===== src/rtl/cipher_uart_tx_if.sv =====
// Handshake bundle between the Caesar cipher core and its UART output stage.
// Ports carried:
//   char_in     [0:7]      ASCII char from the core, bit 0 = LSB
//   char_valid             char_in valid this cycle
//   char_ready             output stage can accept a char
//   ovf_clr                clears the sticky overflow flag
//   overflow               a char was offered while char_ready was low
//   tx                     UART 8N1 line, idle high
//   busy                   frame in progress or chars still queued
//   fifo_count [ADDR_W:0]  chars waiting in the FIFO
// Modports: master = cipher core side, slave = UART stage.
interface cipher_uart_tx_if #(
    parameter int ADDR_W = 3
);
    logic [0:7]      char_in;
    logic            char_valid;
    logic            char_ready;
    logic            ovf_clr;
    logic            overflow;
    logic            tx;
    logic            busy;
    logic [ADDR_W:0] fifo_count;

    modport master (
        output char_in, char_valid, ovf_clr,
        input  char_ready, overflow, tx, busy, fifo_count
    );

    modport slave (
        input  char_in, char_valid, ovf_clr,
        output char_ready, overflow, tx, busy, fifo_count
    );
endinterface


===== src/rtl/cipher_uart_tx.sv =====
// UART 8N1 output stage for the Caesar cipher datapath. Chars from the core
// are queued in a small FIFO and shifted out LSB first on tx.
// Ports:
//   clk    system clock, rising edge
//   rst_n  asynchronous active-low reset; abandons any frame, empties FIFO
//   bus    cipher_uart_tx_if slave: char_in/char_valid/char_ready push side,
//          ovf_clr/overflow sticky flag, tx line, busy, fifo_count
module cipher_uart_tx #(
    parameter int CLKS_PER_BIT = 16,
    parameter int FIFO_DEPTH   = 8,
    parameter int ADDR_W       = 3
) (
    input  logic                clk,
    input  logic                rst_n,
    cipher_uart_tx_if.slave     bus
);
    localparam int CNT_W = $clog2(CLKS_PER_BIT);

    typedef enum logic [1:0] {
        ST_IDLE  = 2'd0,
        ST_START = 2'd1,
        ST_DATA  = 2'd2,
        ST_STOP  = 2'd3
    } state_t;

    state_t            state_q, state_d;
    logic [CNT_W-1:0]  bit_cnt_q, bit_cnt_d;
    logic [2:0]        idx_q, idx_d;
    logic [0:7]        shift_q, shift_d;
    logic              tx_q, tx_d;
    logic              overflow_q, overflow_d;
    logic [ADDR_W:0]   count_q, count_d;
    logic [ADDR_W-1:0] wr_ptr_q, wr_ptr_d;
    logic [ADDR_W-1:0] rd_ptr_q, rd_ptr_d;
    logic [0:7]        mem_q [FIFO_DEPTH];

    logic              ready_s;
    logic              push_s;
    logic              pop_s;
    logic              have_s;
    logic              last_tick_s;
    logic [0:7]        head_s;

    // Ready depends only on the registered count, so a pop in the same
    // cycle never lets a push into a full FIFO.
    assign ready_s = (count_q < (ADDR_W+1)'(FIFO_DEPTH));
    assign push_s  = bus.char_valid & ready_s;
    assign have_s  = (count_q != {(ADDR_W+1){1'b0}});
    assign head_s  = mem_q[rd_ptr_q];
    assign last_tick_s = (bit_cnt_q == CNT_W'(CLKS_PER_BIT - 1));

    assign bus.char_ready = ready_s;
    assign bus.overflow   = overflow_q;
    assign bus.tx         = tx_q;
    assign bus.fifo_count = count_q;
    assign bus.busy       = (state_q != ST_IDLE) | have_s;

    // Frame sequencer: next state, bit timing, shift register and next tx level.
    always_comb begin
        state_d   = state_q;
        bit_cnt_d = bit_cnt_q;
        idx_d     = idx_q;
        shift_d   = shift_q;
        tx_d      = tx_q;
        pop_s     = 1'b0;
        case (state_q)
            ST_IDLE: begin
                tx_d      = 1'b1;
                bit_cnt_d = {CNT_W{1'b0}};
                if (have_s) begin
                    // Start bit is driven from the pop edge onward.
                    pop_s   = 1'b1;
                    shift_d = head_s;
                    tx_d    = 1'b0;
                    state_d = ST_START;
                end else begin
                    state_d = ST_IDLE;
                end
            end
            ST_START: begin
                if (last_tick_s) begin
                    bit_cnt_d = {CNT_W{1'b0}};
                    idx_d     = 3'd0;
                    tx_d      = shift_q[0];
                    state_d   = ST_DATA;
                end else begin
                    bit_cnt_d = bit_cnt_q + CNT_W'(1);
                end
            end
            ST_DATA: begin
                if (last_tick_s) begin
                    bit_cnt_d = {CNT_W{1'b0}};
                    if (idx_q == 3'd7) begin
                        tx_d    = 1'b1;
                        state_d = ST_STOP;
                    end else begin
                        idx_d = idx_q + 3'd1;
                        tx_d  = shift_q[idx_q + 3'd1];
                    end
                end else begin
                    bit_cnt_d = bit_cnt_q + CNT_W'(1);
                end
            end
            ST_STOP: begin
                if (last_tick_s) begin
                    bit_cnt_d = {CNT_W{1'b0}};
                    if (have_s) begin
                        // Chain straight into the next frame, no idle gap.
                        pop_s   = 1'b1;
                        shift_d = head_s;
                        tx_d    = 1'b0;
                        state_d = ST_START;
                    end else begin
                        tx_d    = 1'b1;
                        state_d = ST_IDLE;
                    end
                end else begin
                    bit_cnt_d = bit_cnt_q + CNT_W'(1);
                end
            end
            default: begin
                state_d   = ST_IDLE;
                tx_d      = 1'b1;
                bit_cnt_d = {CNT_W{1'b0}};
            end
        endcase
    end

    // FIFO bookkeeping and sticky overflow flag (set beats clear).
    always_comb begin
        wr_ptr_d = push_s ? (wr_ptr_q + ADDR_W'(1)) : wr_ptr_q;
        rd_ptr_d = pop_s  ? (rd_ptr_q + ADDR_W'(1)) : rd_ptr_q;
        case ({push_s, pop_s})
            2'b10:   count_d = count_q + (ADDR_W+1)'(1);
            2'b01:   count_d = count_q - (ADDR_W+1)'(1);
            default: count_d = count_q;
        endcase
        if (bus.char_valid & ~ready_s) begin
            overflow_d = 1'b1;
        end else if (bus.ovf_clr) begin
            overflow_d = 1'b0;
        end else begin
            overflow_d = overflow_q;
        end
    end

    // State, datapath and FIFO storage registers.
    always_ff @(posedge clk or negedge rst_n) begin
        if (!rst_n) begin
            state_q    <= ST_IDLE;
            bit_cnt_q  <= {CNT_W{1'b0}};
            idx_q      <= 3'd0;
            shift_q    <= 8'h00;
            tx_q       <= 1'b1;
            overflow_q <= 1'b0;
            count_q    <= {(ADDR_W+1){1'b0}};
            wr_ptr_q   <= {ADDR_W{1'b0}};
            rd_ptr_q   <= {ADDR_W{1'b0}};
            for (int i = 0; i < FIFO_DEPTH; i++) begin
                mem_q[i] <= 8'h00;
            end
        end else begin
            state_q    <= state_d;
            bit_cnt_q  <= bit_cnt_d;
            idx_q      <= idx_d;
            shift_q    <= shift_d;
            tx_q       <= tx_d;
            overflow_q <= overflow_d;
            count_q    <= count_d;
            wr_ptr_q   <= wr_ptr_d;
            rd_ptr_q   <= rd_ptr_d;
            if (push_s) begin
                mem_q[wr_ptr_q] <= bus.char_in;
            end else begin
                mem_q[wr_ptr_q] <= mem_q[wr_ptr_q];
            end
        end
    end
endmodule


===== src/flat_wrapper.sv =====
// flat-port wrapper written by rule: the top's interface ports become plain ports
module cipher_uart_tx_flat 
#(
    parameter int CLKS_PER_BIT = 16,
    parameter int FIFO_DEPTH   = 8,
    parameter int ADDR_W       = 3
)
  (clk, rst_n, bus_char_in, bus_char_valid, bus_ovf_clr, bus_char_ready, bus_overflow, bus_tx, bus_busy, bus_fifo_count);
  cipher_uart_tx_if #(.ADDR_W(ADDR_W)) bus_i ();
  input  logic clk;
  input  logic rst_n;
  input wire logic [$bits(bus_i.char_in)-1:0] bus_char_in;
  input wire logic [$bits(bus_i.char_valid)-1:0] bus_char_valid;
  input wire logic [$bits(bus_i.ovf_clr)-1:0] bus_ovf_clr;
  output wire logic [$bits(bus_i.char_ready)-1:0] bus_char_ready;
  output wire logic [$bits(bus_i.overflow)-1:0] bus_overflow;
  output wire logic [$bits(bus_i.tx)-1:0] bus_tx;
  output wire logic [$bits(bus_i.busy)-1:0] bus_busy;
  output wire logic [$bits(bus_i.fifo_count)-1:0] bus_fifo_count;
  assign bus_i.char_in = bus_char_in;
  assign bus_i.char_valid = bus_char_valid;
  assign bus_i.ovf_clr = bus_ovf_clr;
  assign bus_char_ready = bus_i.char_ready;
  assign bus_overflow = bus_i.overflow;
  assign bus_tx = bus_i.tx;
  assign bus_busy = bus_i.busy;
  assign bus_fifo_count = bus_i.fifo_count;
  cipher_uart_tx #(.CLKS_PER_BIT(CLKS_PER_BIT), .FIFO_DEPTH(FIFO_DEPTH), .ADDR_W(ADDR_W)) u_core (.clk(clk), .rst_n(rst_n), .bus(bus_i));
endmodule

===== config.mk =====
export PLATFORM = sky130hd
export DESIGN_NAME = cipher_uart_tx_flat
export DESIGN_NICKNAME = d
export VERILOG_FILES = /design/src/rtl/cipher_uart_tx_if.sv /design/src/rtl/cipher_uart_tx.sv /design/src/flat_wrapper.sv
export SDC_FILE = /design/constraint.sdc
export NUM_CORES = 1
export LEC_CHECK = 0
export BUFFER_PORTS_ARGS = -buffer_cell sky130_fd_sc_hd__buf_2
export CAP_MARGIN = 20
export CORE_ASPECT_RATIO = 0.75
export CORE_MARGIN = 3
export CORE_UTILIZATION = 50
export DETAILED_ROUTE_END_ITERATION = 8
export PLACE_DENSITY = 0.69
export SLEW_MARGIN = 20
export SYNTH_ARGS = -nofsm -noshare
export SYNTH_HDL_FRONTEND = slang
export SYNTH_SLANG_ARGS = --single-unit

===== constraint.sdc =====
create_clock -name clk -period 2.6 [get_ports clk]
set_clock_uncertainty 0.1 [all_clocks]
set_input_delay 0.13 -clock clk [delete_from_list [all_inputs] [get_ports clk]]
set_output_delay 0.13 -clock clk [all_outputs]
set_load 0.005 [all_outputs]

==> results.yml <==
worst_setup_path:
  ff2ff_setup_slack_ns: 0.18
  cp-end-kind: "flop"
  slowest_delay_ns: 0.39
  crit_fanout: 7
  worstPathRequired_ns: 2.77
  cpLargestDelayFamily: "adder cells"
  cp_num_buf_inv: 2
  critPathKind: "reg -> reg"
  cpMostUsedCell: "ha_1"
  cp.arrival_ns: 2.59
  slowest_stage: "dfrtp_1"
  crit_path_cell_trace: "inv_1, ha_1, nor3_2, ha_1, buf_4, xor2_1, a22oi_1, a31oi_1, xnor2_1"
  startpoint_type: "flop"
sta:
  fmax_mhz: 413
  layout_setup_ws_ns: 0.180
  finalHoldViolCount: 0
  drv_slew: 0
  final.setup.tns_ns: 0
  worstMarginPinSlew_ns: 0.726
  rsz0062_at_grt: "false"
  finalCritPeriodShare_pct: 93.1
  slew_headroom_pct: 51.6
  finalSetupViolCount: 0
  holdWs_ns: 0.0245
  post-route-min-period_ns: 2.42
yosys:
  ys_seq_elements: 93
  synth_common_cells: "92 x dfrtp_1, 71 x nand2_1, 41 x o21ai_0"
  synth_edf_count: 0
  netlist_top_cells_area: "dfrtp_1 44%, mux4_2 9.1%, nand2_1 5.1%, o31ai_1 4.7%, o21ai_0 3.9%"
  ys_seq_area_share_pct: 44.6
  ys_async_sr_fraction_pct: 100
  postSynthCellCount: 500
  synth_area_leader_cell: "dfrtp_1"
  ys_types: 50
  netlist_area_um2: 5220
  synth_ff_type: "dfrtp_1"
  synth_top_area_share_pct: 44.1
  synth_area_per_cell_um2: 10.4
  yosysMostFrequentCell: "dfrtp_1"
  synth_nets: 525
  yosysWarningCount: 0
worst_hold_path:
  hold_class: "in -> reg"
power:
  worst_ir_drop_vdd_v: 0.000662
  p_per_area_nw_per_um2: 1130
  p_leak_nw: 2.49
floorplanning:
  dieArea_um2: 11700
  io_pins: 20
  die_w_um: 124
  coreArea_um2: 9890
  rows: 31
  start_util_pct: 52.8
  die_y_um: 94.5
layout:
  n_antenna_cell: 0
  area_growth_pct: 12.6
  drive_gt1_share_pct: 19.0
  postLayoutCoreUtil_pct: 59.4
  fin_nets: 548
clock_network:
  insertion_delay_ns: 0.34
  numClockSinks: 93
  numCtsBuffers: 9
  root_buffer: "clkbuf_16"
  h-tree-depth: 3
  clockBufferDepth: 2
  post_cts_buffers: 0
  cts_tree: "built"
  clkTransAtPathRegs_ns: 0.06
route:
  ant_nets: 0
  drcViolationCount: 0
  drt-initial-drc-count: 348
  wl_per_cell_um: 18.6
  first_pass_iters: 5
  routed_wl_um: 12200
  vias: 3991
  vias_per_cell: 6.06
status:
  outcome: "complete, no violations"
placement:
  hpwl_um: 8390
  gp_congestion: 0.820
  io_buffers: 19
  dpl_worst_slack_ns: 0.183
global_route:
  grt_usage_pct: 22.7
  antenna_found_initial: 0
  first_global_vias: 3878
  grt_max_degree: 56
  overflow: 0
  grt_pass1_wl_um: 20300
job:
  cap_violations: 0
==> final cells by class <==
class                      instances  area [um^2]
inverter                          15         56.3
timing repair buffer              48          373
clock inverter                     1         5.00
sequential                        93         2330
tap                              132          165
multi-input combinational        356         2670
fill                             858         4020
clock buffer                      14          274
==> flip-flops by register name (all words and copies together), names as in the netlist <==
register / flops
u_core.bit_cnt_q: 4
u_core.bus.overflow: 1
u_core.bus.fifo_count: 4
u_core.mem_q: 64
u_core.rd_ptr_q: 3
u_core.wr_ptr_q: 3
u_core.bus.tx: 1
u_core.shift_q: 8
u_core.state_q: 2
u_core.idx_q: 3
==> power by group <==
group	internal, W	switching (W)	leakage [nW]
registers	0.00198	0.000525	1.11
clock network	0.000721	0.000523	0.139
logic	0.00127	0.00161	1.23
==> worst paths after layout <==
check / start / endpoint / cells after the start
setup reg to reg: u_core.state_q[0] / u_core.bus.fifo_count[3] / 9
hold / removal: bus_char_in[7] / u_core.mem_q[15] / 3
hold reg to reg: u_core.bus.tx / u_core.bus.tx / 2
setup / recovery: u_core.state_q[0] / u_core.bus.fifo_count[3] / 9
max in group asynchronous: rst_n / u_core.bus.tx / 3
min in group asynchronous: rst_n / u_core.mem_q[48] / 2
==> through the flow <==
stage	instances	total power [W]	area, um^2
after floorplan	500	0.00450	5230
after global placement	641	0.00524	5570
after detailed placement	641	0.00536	5570
after CTS	659	0.00665	5870
after global routing	659	0.00710	5870
final	659	0.00663	5870
==> worst register-to-register path: stages, from the launching register on <==
cell,delay (ns)
dfrtp_1,0.39
inv_1,0.10
ha_1,0.39
nor3_2,0.27
ha_1,0.24
buf_4,0.15
xor2_1,0.14
a22oi_1,0.09
a31oi_1,0.31
xnor2_1,0.16
==> per-layer routing <==
metal / global-route usage (%) / vias up / routed length, um
met3: 7.66 / 8 / 849
li1: - / 1888 / -
met2: 35.0 / 105 / 5680
met1: 31.9 / 1990 / 5640
met4: 4.19 / 0 / 82
met5: 0 / - / 0
==> logic make-up after synthesis <==
logic type                 count (synthesis)  share of synthesized area [%]
and+or+nand+nor                          146                           13.9
muxes                                     50                           14.9
DFF                                       93                           44.6
AOI/OAI and AO/OA                        136                           17.1
xor gates and xnor gates                  11                           1.85
buffers and inverters                     51                           4.48
adders and majority gates                 13                           3.12
==> repair_timing <==
item                      4_1_cts  5_1_grt
hold endpoints to repair       39        0
resized for setup               0        0
hold buffers                    3        0
==> cells in the final DEF (no fill, tap or decap), drive strengths merged, types with 2 or more instances in the layout <==
master / Yosys / layout
a211oi: 5 / 5
a21oi: 35 / 35
a221o: 2 / 2
a22o: 5 / 5
a22oi: 2 / 2
a31oi: 2 / 2
and3: 2 / 2
and3b: 2 / 2
buf: 23 / 45
clkbuf: 13 / 14
dfrtp: 92 / 92
dlygate4sd3: 0 / 3
ha: 13 / 13
inv: 15 / 15
mux2: 12 / 12
mux2i: 17 / 17
mux4: 21 / 21
nand2: 71 / 71
nand2b: 2 / 2
nand3: 6 / 6
nand3b: 10 / 10
nor2: 16 / 16
nor2b: 3 / 3
nor3: 5 / 5
nor3b: 6 / 6
nor4: 9 / 9
nor4b: 4 / 4
o21ai: 41 / 41
o22ai: 3 / 3
o2bb2ai: 2 / 2
o31ai: 33 / 33
or3: 4 / 4
xnor2: 6 / 6
xor2: 5 / 5
Power figures use the tool's default switching activity.
